### src/rtl/rggen_bit_field_collector_pkg.sv
// Shared types for the bit field counter collector.
// Op codes, host FSM states and the bus request bundle.
package rggen_bit_field_collector_pkg;

  // Field widths up to this value fit in a bus request.
  localparam int BF_MAX_WIDTH = 64;

  typedef enum logic [2:0] {
    OP_READ       = 3'd0,
    OP_WRITE      = 3'd1,
    OP_SET        = 3'd2,
    OP_CLEAR      = 3'd3,
    OP_READ_CLEAR = 3'd4
  } op_e;

  typedef enum logic [1:0] {
    ST_IDLE,
    ST_BUS,
    ST_RESP
  } state_e;

  typedef struct packed {
    logic [BF_MAX_WIDTH-1:0] mask;
    logic [BF_MAX_WIDTH-1:0] data;
    logic                    is_poll;
    logic                    is_host;
  } bus_req_t;

endpackage

### src/rtl/rggen_collector_poll_timer.sv
// Poll interval down-counter with a sticky pending flag.
// Ports: i_enable/i_interval configure, i_issue clears, o_pending requests.
module rggen_collector_poll_timer #(
  parameter int INTERVAL_WIDTH = 16
) (
  input  logic                      i_clk,
  input  logic                      i_rst_n,
  input  logic                      i_enable,
  input  logic [INTERVAL_WIDTH-1:0] i_interval,
  input  logic                      i_issue,
  output logic                      o_pending
);

  logic [INTERVAL_WIDTH-1:0] count;

  // A fresh expiry wins over a same-cycle issue so no
  // request is dropped.
  always_ff @(posedge i_clk or negedge i_rst_n) begin
    if (!i_rst_n) begin
      count     <= '0;
      o_pending <= 1'b0;
    end else if (!i_enable) begin
      count     <= i_interval;
      o_pending <= 1'b0;
    end else if (count == '0) begin
      count     <= i_interval;
      o_pending <= 1'b1;
    end else begin
      count <= count - 1'b1;
      if (i_issue) begin
        o_pending <= 1'b0;
      end
    end
  end

endmodule

### src/rtl/rggen_bit_field_counter_collector.sv
// Host access + periodic read-clear poller for one counter bit field.
// Ports: cmd/rsp host pair, o_bf_* bus stage, i_bf_read_data, acc outputs.
module rggen_bit_field_counter_collector
  import rggen_bit_field_collector_pkg::*;
#(
  parameter int WIDTH          = 4,
  parameter int ACC_WIDTH      = 32,
  parameter int INTERVAL_WIDTH = 16
) (
  input  logic                      i_clk,
  input  logic                      i_rst_n,
  input  logic                      i_enable,
  input  logic [INTERVAL_WIDTH-1:0] i_interval,
  input  logic                      i_cmd_valid,
  output logic                      o_cmd_ready,
  input  logic [2:0]                i_cmd_op,
  input  logic [WIDTH-1:0]          i_cmd_mask,
  input  logic [WIDTH-1:0]          i_cmd_data,
  output logic                      o_rsp_valid,
  input  logic                      i_rsp_ready,
  output logic [WIDTH-1:0]          o_rsp_data,
  output logic                      o_bf_valid,
  output logic [WIDTH-1:0]          o_bf_write_mask,
  output logic [WIDTH-1:0]          o_bf_write_data,
  input  logic [WIDTH-1:0]          i_bf_read_data,
  input  logic                      i_acc_clear,
  output logic [ACC_WIDTH-1:0]      o_acc_value,
  output logic                      o_acc_overflow
);

  state_e   state;
  state_e   state_next;
  bus_req_t host_req;
  bus_req_t bus_req;
  logic     host_rc;
  logic     poll_pending;
  logic     last_poll;
  logic     poll_wins;
  logic     poll_issue;
  logic     host_issue;
  logic     bus_issue;
  logic     bus_rc;
  logic     active;
  logic     unused_req;
  logic [ACC_WIDTH:0] acc_sum;

  rggen_collector_poll_timer #(
    .INTERVAL_WIDTH (INTERVAL_WIDTH)
  ) u_timer (
    .i_clk      (i_clk),
    .i_rst_n    (i_rst_n),
    .i_enable   (i_enable),
    .i_interval (i_interval),
    .i_issue    (poll_issue),
    .o_pending  (poll_pending)
  );

  // Polls yield every other cycle so a host
  // command cannot be starved.
  assign poll_wins  = poll_pending && !last_poll;
  assign poll_issue = poll_wins && (state != ST_BUS);
  assign o_cmd_ready =
    active && (state == ST_IDLE) && !poll_wins;
  assign host_issue = i_cmd_valid && o_cmd_ready;
  assign bus_issue  = host_issue || poll_issue;
  assign o_rsp_valid = (state == ST_RESP);

  always_comb begin
    host_req         = '0;
    host_req.is_host = 1'b1;
    host_rc          = 1'b0;
    unique case (1'b1)
      i_cmd_op == OP_WRITE: begin
        host_req.mask = BF_MAX_WIDTH'(i_cmd_mask);
        host_req.data = BF_MAX_WIDTH'(i_cmd_data);
      end
      i_cmd_op == OP_SET: begin
        host_req.mask = BF_MAX_WIDTH'(i_cmd_mask);
        host_req.data = '1;
      end
      i_cmd_op == OP_CLEAR: begin
        host_req.mask = BF_MAX_WIDTH'(i_cmd_mask);
      end
      i_cmd_op == OP_READ_CLEAR: begin
        host_req.mask = '1;
        host_rc       = 1'b1;
      end
      default: ;
    endcase
  end

  always_comb begin
    bus_req = host_req;
    if (poll_issue) begin
      bus_req         = '0;
      bus_req.mask    = '1;
      bus_req.is_poll = 1'b1;
    end
  end

  assign unused_req = ^bus_req;

  always_comb begin
    state_next = state;
    unique case (state)
      ST_IDLE: if (host_issue) state_next = ST_BUS;
      ST_BUS:  state_next = ST_RESP;
      ST_RESP: if (i_rsp_ready) state_next = ST_IDLE;
      default: state_next = ST_IDLE;
    endcase
  end

  always_ff @(posedge i_clk or negedge i_rst_n) begin
    if (!i_rst_n) begin
      state      <= ST_IDLE;
      active     <= 1'b0;
      last_poll  <= 1'b0;
      o_rsp_data <= '0;
    end else begin
      state     <= state_next;
      active    <= 1'b1;
      last_poll <= poll_issue;
      if (state == ST_BUS) begin
        o_rsp_data <= i_bf_read_data;
      end
    end
  end

  always_ff @(posedge i_clk or negedge i_rst_n) begin
    if (!i_rst_n) begin
      o_bf_valid      <= 1'b0;
      o_bf_write_mask <= '0;
      o_bf_write_data <= '0;
      bus_rc          <= 1'b0;
    end else begin
      o_bf_valid      <= bus_issue;
      o_bf_write_mask <=
        bus_issue ? bus_req.mask[WIDTH-1:0] : '0;
      o_bf_write_data <=
        bus_issue ? bus_req.data[WIDTH-1:0] : '0;
      bus_rc <=
        bus_issue && (bus_req.is_poll || host_rc);
    end
  end

  // One extra bit catches the carry that
  // signals saturation.
  assign acc_sum =
    {1'b0, o_acc_value} +
    (ACC_WIDTH+1)'(i_bf_read_data);

  always_ff @(posedge i_clk or negedge i_rst_n) begin
    if (!i_rst_n) begin
      o_acc_value    <= '0;
      o_acc_overflow <= 1'b0;
    end else if (i_acc_clear) begin
      o_acc_value <=
        bus_rc ? ACC_WIDTH'(i_bf_read_data) : '0;
      o_acc_overflow <= 1'b0;
    end else if (bus_rc) begin
      if (acc_sum[ACC_WIDTH]) begin
        o_acc_value    <= '1;
        o_acc_overflow <= 1'b1;
      end else begin
        o_acc_value <= acc_sum[ACC_WIDTH-1:0];
      end
    end
  end

endmodule

### config.mk
export PLATFORM = sky130hd
export DESIGN_NAME = rggen_bit_field_counter_collector
export DESIGN_NICKNAME = d
export VERILOG_FILES = /design/src/rtl/rggen_bit_field_collector_pkg.sv /design/src/rtl/rggen_collector_poll_timer.sv /design/src/rtl/rggen_bit_field_counter_collector.sv
export SDC_FILE = /design/constraint.sdc
export NUM_CORES = 1
export LEC_CHECK = 0
export CAP_MARGIN = 10
export CELL_PAD_IN_SITES_DETAIL_PLACEMENT = 2
export CELL_PAD_IN_SITES_GLOBAL_PLACEMENT = 2
export CORE_ASPECT_RATIO = 1.4
export CORE_MARGIN = 5
export CORE_UTILIZATION = 28
export DETAILED_ROUTE_END_ITERATION = 16
export PLACE_DENSITY = 0.88
export SETUP_SLACK_MARGIN = 0.5
export SYNTH_ARGS = -nofsm -noshare
export SYNTH_HDL_FRONTEND = slang
export SYNTH_SLANG_ARGS = --single-unit
### constraint.sdc
create_clock -name i_clk -period 2.06 [get_ports i_clk]
set_input_delay 0.206 -clock i_clk [delete_from_list [all_inputs] [get_ports i_clk]]
set_output_delay 0.206 -clock i_clk [all_outputs]
set_load 0.03 [all_outputs]
# --- Yosys cells after proc, flatten, opt, wreduce, memory -nomap -nowiden ---
# Index checks and enable logic that the tools add are counted.
word_totals:
  register_bits: 68
  inputBits: 37
  output_inout_bits: 48
  elab_cells: 62
classes:
  add_sub_neg: 2
  eq_ne: 10
  mux: 21
  reduce_logical: 17
op_table:
  columns: ["cell", "n"]
  rows:
  - ["64-bit one-hot mux with 2 select lines", 1]
  - ["32-bit two-way mux", 3]
  - ["70-bit two-way mux", 1]
  - ["32-bit by 4-bit adder with 33-bit output", 1]
  - ["16-bit two-way mux", 2]
  - ["16-bit logical NOT", 1]
  - ["16-bit by 1-bit subtractor with 16-bit output (second input constant)", 1]
  - ["4-bit two-way mux", 3]
  - ["4-bit one-hot mux with 2 select lines", 1]
  - ["1-bit two-way mux", 7]
  - ["3-bit by 2-bit == test with 1-bit output (second input constant)", 2]
  - ["1-bit logical AND", 6]
  - ["2-bit one-hot mux with 3 select lines", 1]
  - ["2-bit two-way mux", 2]
  - ["2-bit by 1-bit != test with 1-bit output (second input constant)", 2]
  - ["2-bit AND reduction", 2]
  - ["2-bit nonzero test", 2]
  - ["3-bit by 1-bit == test with 1-bit output (second input constant)", 1]
  - ["3-bit == test (second input constant)", 1]
  - ["3-bit by 1-bit != test with 1-bit output (second input constant)", 1]
  - ["3-bit OR reduction", 1]
  - ["2-bit by 1-bit == test with 1-bit output (second input constant)", 1]
  - ["2-bit == test (second input constant)", 1]
  - ["1-bit logical NOT", 2]
  - ["other kinds (3)", 4]

# --- Longest topological paths before layout ---
# Gate-level depths: netlist of run 1.
depth:
  word_depth: 7
  mapped_depth: 8
  ltp_nobuf: 7

# --- By module ---
# A second synthesis of run 1 with hierarchy kept.
unflattened:
  hier_cells: 357
  hier_area_um2: 3648.5
modules_own_cells:
  columns: ["module", "instances", "cells_per_inst", "area_each_um2", "seq_area_each_um2"]
  rows:
  - ["rggen_bit_field_counter_collector", 1, 258, 2631.3, 1276.2]
  - ["rggen_collector_poll_timer", 1, 99, 1017.2, 425.4]

# --- Worst setup path after synthesis of run 1 ---
# No wires, ideal clock.
synth_timing:
  kind: "reg2reg"
  from: "register u_timer.o_pending"
  to: "register o_bf_write_data[0]"
  setup_ns: 0.077
  arrival_ns: 2.309
  required_time_ns: 1.983
  setup_slack_ns: -0.326
  path_stages_with_launch: 6
  n_path_buf: 0
  synth_period_minus_slack_ns: 2.386
  path_cell_list: "dfrtp_1 -> nor2b_1 -> nor4b_1 -> nand2_1 -> or2_1 -> a21oi_1"
synth_between:
  elab_chain_len: 6
  word_cells_on_any_way: 8
  cone_classes: "mux (2); reduce/logical (6)"
synth_rtl:
  columns: ["element", "line_no", "text"]
  rows:
  - ["start, declared", "rggen_collector_poll_timer.sv:11", "output logic o_pending"]
  - ["start signal, assigned", "rggen_collector_poll_timer.sv:21", "o_pending <= 1'b0;"]
  - ["start signal, assigned", "rggen_collector_poll_timer.sv:24", "o_pending <= 1'b0;"]
  - ["start signal, assigned", "rggen_collector_poll_timer.sv:27", "o_pending <= 1'b1;"]
  - ["1-bit logical AND", "rggen_bit_field_counter_collector.sv:60", "assign poll_wins = poll_pending && !last_poll;"]
  - ["1-bit logical NOT", "rggen_bit_field_counter_collector.sv:63", "active && (state == ST_IDLE) && !poll_wins;"]
  - ["1-bit logical AND", "rggen_bit_field_counter_collector.sv:63", null]
  - ["net o_cmd_ready", "rggen_bit_field_counter_collector.sv:15", "output logic o_cmd_ready,"]
  - ["1-bit logical AND", "rggen_bit_field_counter_collector.sv:64", "assign host_issue = i_cmd_valid && o_cmd_ready;"]
  - ["1-bit logical OR", "rggen_bit_field_counter_collector.sv:65", "assign bus_issue = host_issue || poll_issue;"]
  - ["4-bit two-way mux", "rggen_bit_field_counter_collector.sv:140", "bus_issue ? bus_req.data[WIDTH-1:0] : '0;"]
  - ["end signal, assigned", "rggen_bit_field_counter_collector.sv:139", "o_bf_write_data <="]
  - ["end, declared", "rggen_bit_field_counter_collector.sv:24", "output logic [WIDTH-1:0] o_bf_write_data,"]
# The timed path passes the listed nets, and every way through them passes these cells.
# A chain may end at the register's enable or synchronous reset.

# --- Final worst setup path of run 1 ---
layout_timing:
  from: "register o_acc_value[3]"
  to: "register o_acc_value[21]"
layout_between:
  elab_chain_len: 4
layout_rtl:
  columns: ["element", "line_no", "text"]
  rows:
  - ["start, declared", "rggen_bit_field_counter_collector.sv:27", "output logic [ACC_WIDTH-1:0] o_acc_value,"]
  - ["start signal, assigned", "rggen_bit_field_counter_collector.sv:157", "o_acc_value <="]
  - ["start signal, assigned", "rggen_bit_field_counter_collector.sv:165", "o_acc_value <= acc_sum[ACC_WIDTH-1:0];"]
  - ["32-bit by 4-bit adder with 33-bit output", "rggen_bit_field_counter_collector.sv:149", "{1'b0, o_acc_value} +"]
  - ["32-bit two-way mux", "rggen_bit_field_counter_collector.sv:161", "if (acc_sum[ACC_WIDTH]) begin"]
  - ["32-bit two-way mux", "rggen_bit_field_counter_collector.sv:160", "end else if (bus_rc) begin"]
  - ["32-bit two-way mux", "rggen_bit_field_counter_collector.sv:156", "end else if (i_acc_clear) begin"]
# Every way passes these cells. The select of a mux whose other input is x is not followed.

==> flow_metrics.py, run 1 <==
metrics = {
    "yosys": {
        "syn_avg_cell_area_um2": 9.57,
        "synth_flop_cell": "dfrtp_1",
        "yosysWarnings": 0,
        "mappedNetlistArea_um2": 3700,
        "synthArstFlopShare_pct": 100,
        "synth_seq_cells": 68,
        "synthCells": 387,
        "ys_seq_area_share_pct": 46.0,
        "syn-num-nets": 431,
        "synth-edff-count": 0,
        "ys_types": 63,
    },
    "timing": {
        "rsz0062_at_grt": "true",
        "fin_skew_ps": 7.57,
        "worst_pin_slew_ps": 626,
        "tns_ps": -1290,
        "clock.fmax_ghz": 0.444,
        "fin_crit_ps": 2250,
        "setup_viol": 24,
        "timing.final.crit_share_pct": 109,
        "finalHoldViolCount": 0,
        "slew_headroom_pct": 58.3,
        "drv_slew": 0,
        "fin_ws_ps": -193,
    },
    "run_status": {
        "status": "complete, but fails checks",
        "violations": "setup timing",
    },
    "setup_path": {
        "crit_fanout": 5,
        "startpoint_type": "flop",
        "endpoint_kind": "flop",
        "slowest_stage": "dfrtp_2",
        "setup.worst_path.class": "reg2reg",
        "slowest_delay_ps": 460,
        "crit_arrival_ps": 2440,
        "rrSetupSlack_ps": -190,
        "worstPathRequired_ps": 2250,
        "cp_cell_sequence": "ha_4, buf_6, nand2_4, o211ai_4, and4_4, buf_4, a21oi_1, nor3_1",
    },
    "layout": {
        "fin_nets": 612,
        "fin_util_pct": 51.5,
        "finalNonFillerCells": 751,
        "diodes": 0,
        "drive_above_1_share_pct": 44.9,
        "area_growth_pct": 79.9,
        "n_fill_cell": 1276,
    },
    "clocking": {
        "worstSkewPairLatency_ps": 340,
        "ctsHtreeMaxLevel": 3,
        "cts.clk_slew.worst_paths_ps": 70,
        "cts_tree": "done",
        "max-clock-path-buffers": 2,
        "clockRootBuffer": "clkbuf_16",
        "numCtsBuffers": 9,
        "cts.sinks": 68,
    },
    "routing": {
        "detail-route-antenna-nets": 0,
        "drc_errors": 0,
        "dr.pass1.iters": 4,
        "wire_per_inst_um": 28.7,
        "drt_wl_total_um": 21600,
        "drt_iter0_drc": 131,
        "vias": 4150,
        "post_drt_via_cell_ratio": 5.53,
    },
    "die": {
        "rows": 49,
        "die_h_um": 146,
        "die_area_um2": 15700,
        "ios": 85,
        "die_w_um": 107,
        "initial_utilization_pct": 28.6,
        "core_um2": 12900,
    },
    "global_route": {
        "grtUsageTotal_pct": 23.0,
        "grt_max_degree": 38,
        "grt_overflow": 0,
        "grt_pass1_vias": 4660,
        "grt_pass1_wl_um": 27700,
        "antenna_found_initial": 0,
    },
    "placement": {
        "dpl.hpwl_um": 10900,
        "routabilityCongestion": 0.822,
        "dpl.cell_count": 687,
        "place_ws_ps": -485,
        "io_buffers": 84,
    },
    "power": {
        "vdd_drop_max_uv": 462,
        "cellLeakagePower_nw": 3.08,
        "p_per_area_nw_per_um2": 610,
    },
    "min_path": {
        "hold_path.class": "in2reg",
    },
    "run": {
        "cap_violations": 0,
    },
}
[synthesized netlist by cell type, types with 5 or more instances]
library cell,n,area [um^2]
inv_1,14,52.6
and2_1,7,43.8
nor3_1,21,105
xor2_1,5,43.8
clkbuf_1,6,22.5
o21ai_0,7,35.0
a21oi_1,24,120
nand3_1,11,55.1
a211oi_1,6,45.0
nor2_1,29,109
xnor2_1,9,78.8
ha_1,6,75.1
nand2_1,43,161
a311oi_1,7,61.3
and3_1,14,87.6
a31oi_1,8,50.1
o21ai_1,14,70.1
and4_1,11,96.3
dfrtp_1,68,1700
[final timing paths]
check,start,to,depth (start not counted)
worst min-delay path,i_cmd_data[0],o_bf_write_data[0]$_DFF_PN0_,3
worst min register to register,o_rsp_data[0]$_DFFE_PN0P_,o_rsp_data[0]$_DFFE_PN0P_,1
max in group asynchronous,i_rst_n,o_acc_value[2]$_DFFE_PN0P_,3
worst max-delay path,o_acc_value[3]$_DFFE_PN0P_,o_acc_value[21]$_DFFE_PN0P_,8
worst max register to register,o_acc_value[3]$_DFFE_PN0P_,o_acc_value[21]$_DFFE_PN0P_,8
min in group asynchronous,i_rst_n,o_rsp_data[0]$_DFFE_PN0P_,2
[layout by cell type, fill, tap and decap left out, types with 7 or more instances in the layout]
cell	netlist	routed
buf_4	3	68
dfrtp_1	68	64
dlygate4sd2_1	0	41
clkdlybuf4s50_1	0	33
nand2_1	43	25
nor2_1	29	24
buf_6	0	21
o21ai_2	2	15
a21oi_1	24	14
inv_1	14	12
nand2_4	0	11
nor3_4	0	10
nand3_1	11	9
clkbuf_16	0	9
nor3_1	21	8
a21oi_2	0	8
xnor2_1	9	7
nand2_2	0	7
and3_1	14	7
and3_4	0	7
a31oi_1	8	7
[metal layers]
layer  track usage [%]  vias to the layer above  routed length, um
met4              9.66                        0               1210
met2              45.2                      159              12300
met1              23.1                     2126               7300
li1                  -                     1789                  -
met3              4.02                       76                742
met5                 0                        -                  0
[final cells by class]
class	count	area, um^2	share of cell area (%)
clock inverters	4	47.5	0.714
clock buffers	12	256	3.85
repair buffers	183	1750	26.3
inverters	14	52.6	0.789
well taps	178	223	3.34
multi-input cells	292	2630	39.4
flip-flops and latches	68	1710	25.6
[power by group]
group / leakage [nW] / total [W] / internal [W] / switching [W]
registers: 0.898 / 0.00151 / 0.00141 / 0.0000961
logic: 2.03 / 0.000878 / 0.000394 / 0.000484
clock network: 0.149 / 0.00167 / 0.00100 / 0.000671
total: 3.08 / 0.00406 / 0.00281 / 0.00125
[registers in the layout, summed over array words and instances, names as in the netlist, 2 cells and up]
name	flops
o_acc_value	32
o_bf_write_data	4
o_bf_write_mask	4
o_rsp_data	4
state	2
u_timer.count	16
[kinds of logic (layout without fill, tap and decap cells)]
kind of cell / count (synthesis) / in the layout / share of synthesized area, %
simple gates: 171 / 172 / 25.8
compound gates: 91 / 91 / 16.9
flops: 68 / 68 / 46.0
buf+inv: 28 / 213 / 3.28
xor+xnor: 14 / 14 / 3.31
fa+ha+maj: 7 / 7 / 2.57
mux: 7 / 7 / 2.03
other cells: 1 / 1 / 0.101
[per-stage QoR]
step / hold WS, ps / total power (W) / cell area [um^2]
final: 438 / 0.00406 / 6660
after global routing: 444 / 0.00419 / 6660
after CTS: 385 / 0.00385 / 6120
after detailed placement: 218 / 0.00212 / 5310
after global placement: 211 / 0.00208 / 5310
after floorplan: -89.6 / 0.00181 / 3910
[critical path, delay by kind of cell (launching register included)]
family / cells / cell delay, ps
AND/OR/NAND/NOR: 3 / 760
buffers and inverters: 2 / 240
flip-flops: 1 / 460
AO/OA/AOI/OAI: 2 / 340
adder cells (fa/ha/maj): 1 / 300
[repair_timing]
action | in CTS | in global routing
gates resized for setup | 122 | 90
pin swaps | 31 | 43
hold buffers | 1 | 0
endpoints found under the setup margin | 93 | 61
setup buffers | 22 | 20
gates cloned | 4 | 1
endpoints found under the hold margin | 19 | 0
Power figures use the tool's default switching activity.
==> inputs of run 2 (changes only) <==
Settings changed: SKIP_CTS_REPAIR_TIMING from default to 1.
==> flow_metrics.py, run 2 (synthesis results as in run 1) <==
metrics = {
    "run_status": {
        "status": "complete, but fails checks",
        "violations": "setup timing",
    },
    "die": {
        "core_um2": 12900,
        "ios": 85,
        "initial_utilization_pct": 28.6,
        "die_area_um2": 15700,
        "rows": 49,
        "die_h_um": 146,
        "die_w_um": 107,
    },
    "routing": {
        "vias": 3950,
        "drt_wl_total_um": 18200,
        "post_drt_via_cell_ratio": 5.43,
        "top_layer": "met4",
        "dr_wl_met3_um": 635,
        "route.met2.wl_um": 10500,
        "wl_met1_um": 6310,
        "drt_iter0_drc": 163,
        "drc_errors": 0,
        "detail-route-antenna-nets": 0,
        "wire_per_inst_um": 25.0,
        "dr.pass1.iters": 4,
    },
    "timing": {
        "drv_slew": 0,
        "clock.fmax_ghz": 0.447,
        "fin_skew_ps": 11.4,
        "worst_pin_slew_ps": 585,
        "slew_headroom_pct": 61.0,
        "fin_crit_ps": 2240,
        "timing.final.crit_share_pct": 109,
        "fin_ws_ps": -177,
        "rsz0062_at_grt": "true",
        "setup_viol": 27,
        "finalHoldViolCount": 0,
    },
    "clocking": {
        "ctsHtreeMaxLevel": 3,
        "cts.sinks": 68,
        "numCtsBuffers": 9,
        "max-clock-path-buffers": 2,
        "clockRootBuffer": "clkbuf_16",
        "cts_tree": "done",
        "cts.clk_slew.worst_paths_ps": 60,
        "worstSkewPairLatency_ps": 350,
    },
    "setup_path": {
        "rrSetupSlack_ps": -180,
        "worstPathRequired_ps": 2240,
        "startpoint_type": "flop",
        "cp_top_family": "compound AO/OA/AOI/OAI gates",
        "slowest_stage": "dfrtp_2",
        "critPathMostFrequentCell": "buf_6",
        "endpoint_kind": "flop",
        "crit_fanout": 6,
        "crit_arrival_ps": 2420,
        "cp_cell_sequence": "ha_4, fa_2, a211oi_4, buf_6, buf_6, nor3_4, a31oi_1, a311oi_2",
        "slowest_delay_ps": 430,
        "setup.worst_path.class": "reg2reg",
        "critPathBufInv": 2,
    },
    "power": {
        "p_clk_share_pct": 42.3,
        "combinationalPowerShare_pct": 19.0,
        "vdd_drop_max_uv": 405,
        "pwr-share-seq_pct": 38.8,
        "cellLeakagePower_nw": 3.37,
        "p_per_area_nw_per_um2": 623,
        "p_sw_w": 0.00114,
        "p_int_w": 0.00276,
        "swShare_pct": 29.2,
    },
    "min_path": {
        "hold_path.class": "in2reg",
    },
    "global_route": {
        "grt_max_degree": 38,
        "grt_overflow": 0,
        "grtUsageTotal_pct": 19.2,
        "grt_pass1_wl_um": 23600,
        "grt_pass1_vias": 4383,
        "antenna_found_initial": 0,
    },
    "placement": {
        "place_ws_ps": -485,
        "placed_area_um2": 5310,
        "io_buffers": 84,
        "dpl.hpwl_um": 10900,
        "dpl.cell_count": 687,
        "routabilityCongestion": 0.822,
    },
    "layout": {
        "largest_registers": "o_acc_value: 32 flops, u_timer.count: 16 flops",
        "regMostFlops": "o_acc_value",
        "final_area_um2": 6240,
        "fin_nets": 589,
        "area_growth_pct": 68.6,
        "finalNonFillerCells": 728,
        "largest_reg_flops": 32,
        "diodes": 0,
        "n_fill_cell": 1285,
        "drive_above_1_share_pct": 35.1,
        "final_cell_mix": "63 x dfrtp_1, 63 x buf_4, 48 x dlymetal6s2s_1",
    },
    "run": {
        "cap_violations": 0,
    },
}
==> run 2: cell types whose count changed in the layout (fill, tap and decap cells not counted), moves of 7 or more <==
cell            previous run  this run
dlymetal6s2s_1             6        48
dlygate4sd2_1             41         0
buf_6                     21         9
nand2_1                   25        33
o21ai_1                    1         8
o21ai_2                   15         8
==> run 2: metrics by stage <==
stage	utilization (%)	power, W	hold WS (ps)	TNS, ps
floorplan	-	0.00181	-89.6	-135
global placement	41.0	0.00208	211	-8920
detailed placement	41.0	0.00212	218	-12390
CTS	43.4	0.00375	-135	-2180
global route	48.3	0.00403	276	-3590
finish	48.3	0.00389	279	-1930
==> run 2: worst paths after layout <==
| check | startpoint | endpoint | depth (start not counted) |
|---|---|---|---|
| min reg2reg | o_acc_overflow$_DFFE_PN0P_ | o_acc_overflow$_DFFE_PN0P_ | 2 |
| max | o_acc_value[0]$_DFFE_PN0P_ | o_acc_value[20]$_DFFE_PN0P_ | 8 |
| min in group asynchronous | i_rst_n | u_timer.count[14]$_DFF_PN0_ | 2 |
| max reg2reg | o_acc_value[0]$_DFFE_PN0P_ | o_acc_value[20]$_DFFE_PN0P_ | 8 |
| min | i_bf_read_data[0] | o_acc_value[0]$_DFFE_PN0P_ | 3 |
| max in group asynchronous | i_rst_n | o_acc_value[3]$_DFFE_PN0P_ | 3 |
==> run 2: final cells by class <==
cell class	count	area [um^2]	area share, %
multi-input combinational	291	2330	37.3
sequential	68	1710	27.4
tap	178	223	3.57
timing repair buffer	161	1630	26.0
clock inverter	4	47.5	0.762
inverter	14	52.6	0.842
clock buffer	12	256	4.11
==> run 2: metal layers <==
| layer | vias to the layer above | track usage [%] |
|---|---|---|
| met4 | 0 | 6.46 |
| met2 | 121 | 38.2 |
| met5 | - | 0 |
| met3 | 56 | 3.67 |
| li1 | 1740 | - |
| met1 | 2033 | 19.2 |
==> run 2: power by group through the flow <==
| stage | sequential, W | combinational [W] | clock [W] |
|---|---|---|---|
| 5_1_grt | 0.00151 | 0.000781 | 0.00174 |
| 3_5_place_dp | 0.00151 | 0.000605 | 0 |
| 6_report | 0.00151 | 0.000738 | 0.00165 |
| 2_1_floorplan | 0.00157 | 0.000241 | 0 |
| 3_3_place_gp | 0.00150 | 0.000576 | 0 |
| 4_1_cts | 0.00149 | 0.000613 | 0.00164 |
==> run 2: worst reg2reg max path, stage by stage, from the launching register on <==
cell and delay, ps:
dfrtp_2 430, ha_4 180, fa_2 400, a211oi_4 300, buf_6 150, buf_6 90
nor3_4 60, a31oi_1 360, a311oi_2 90
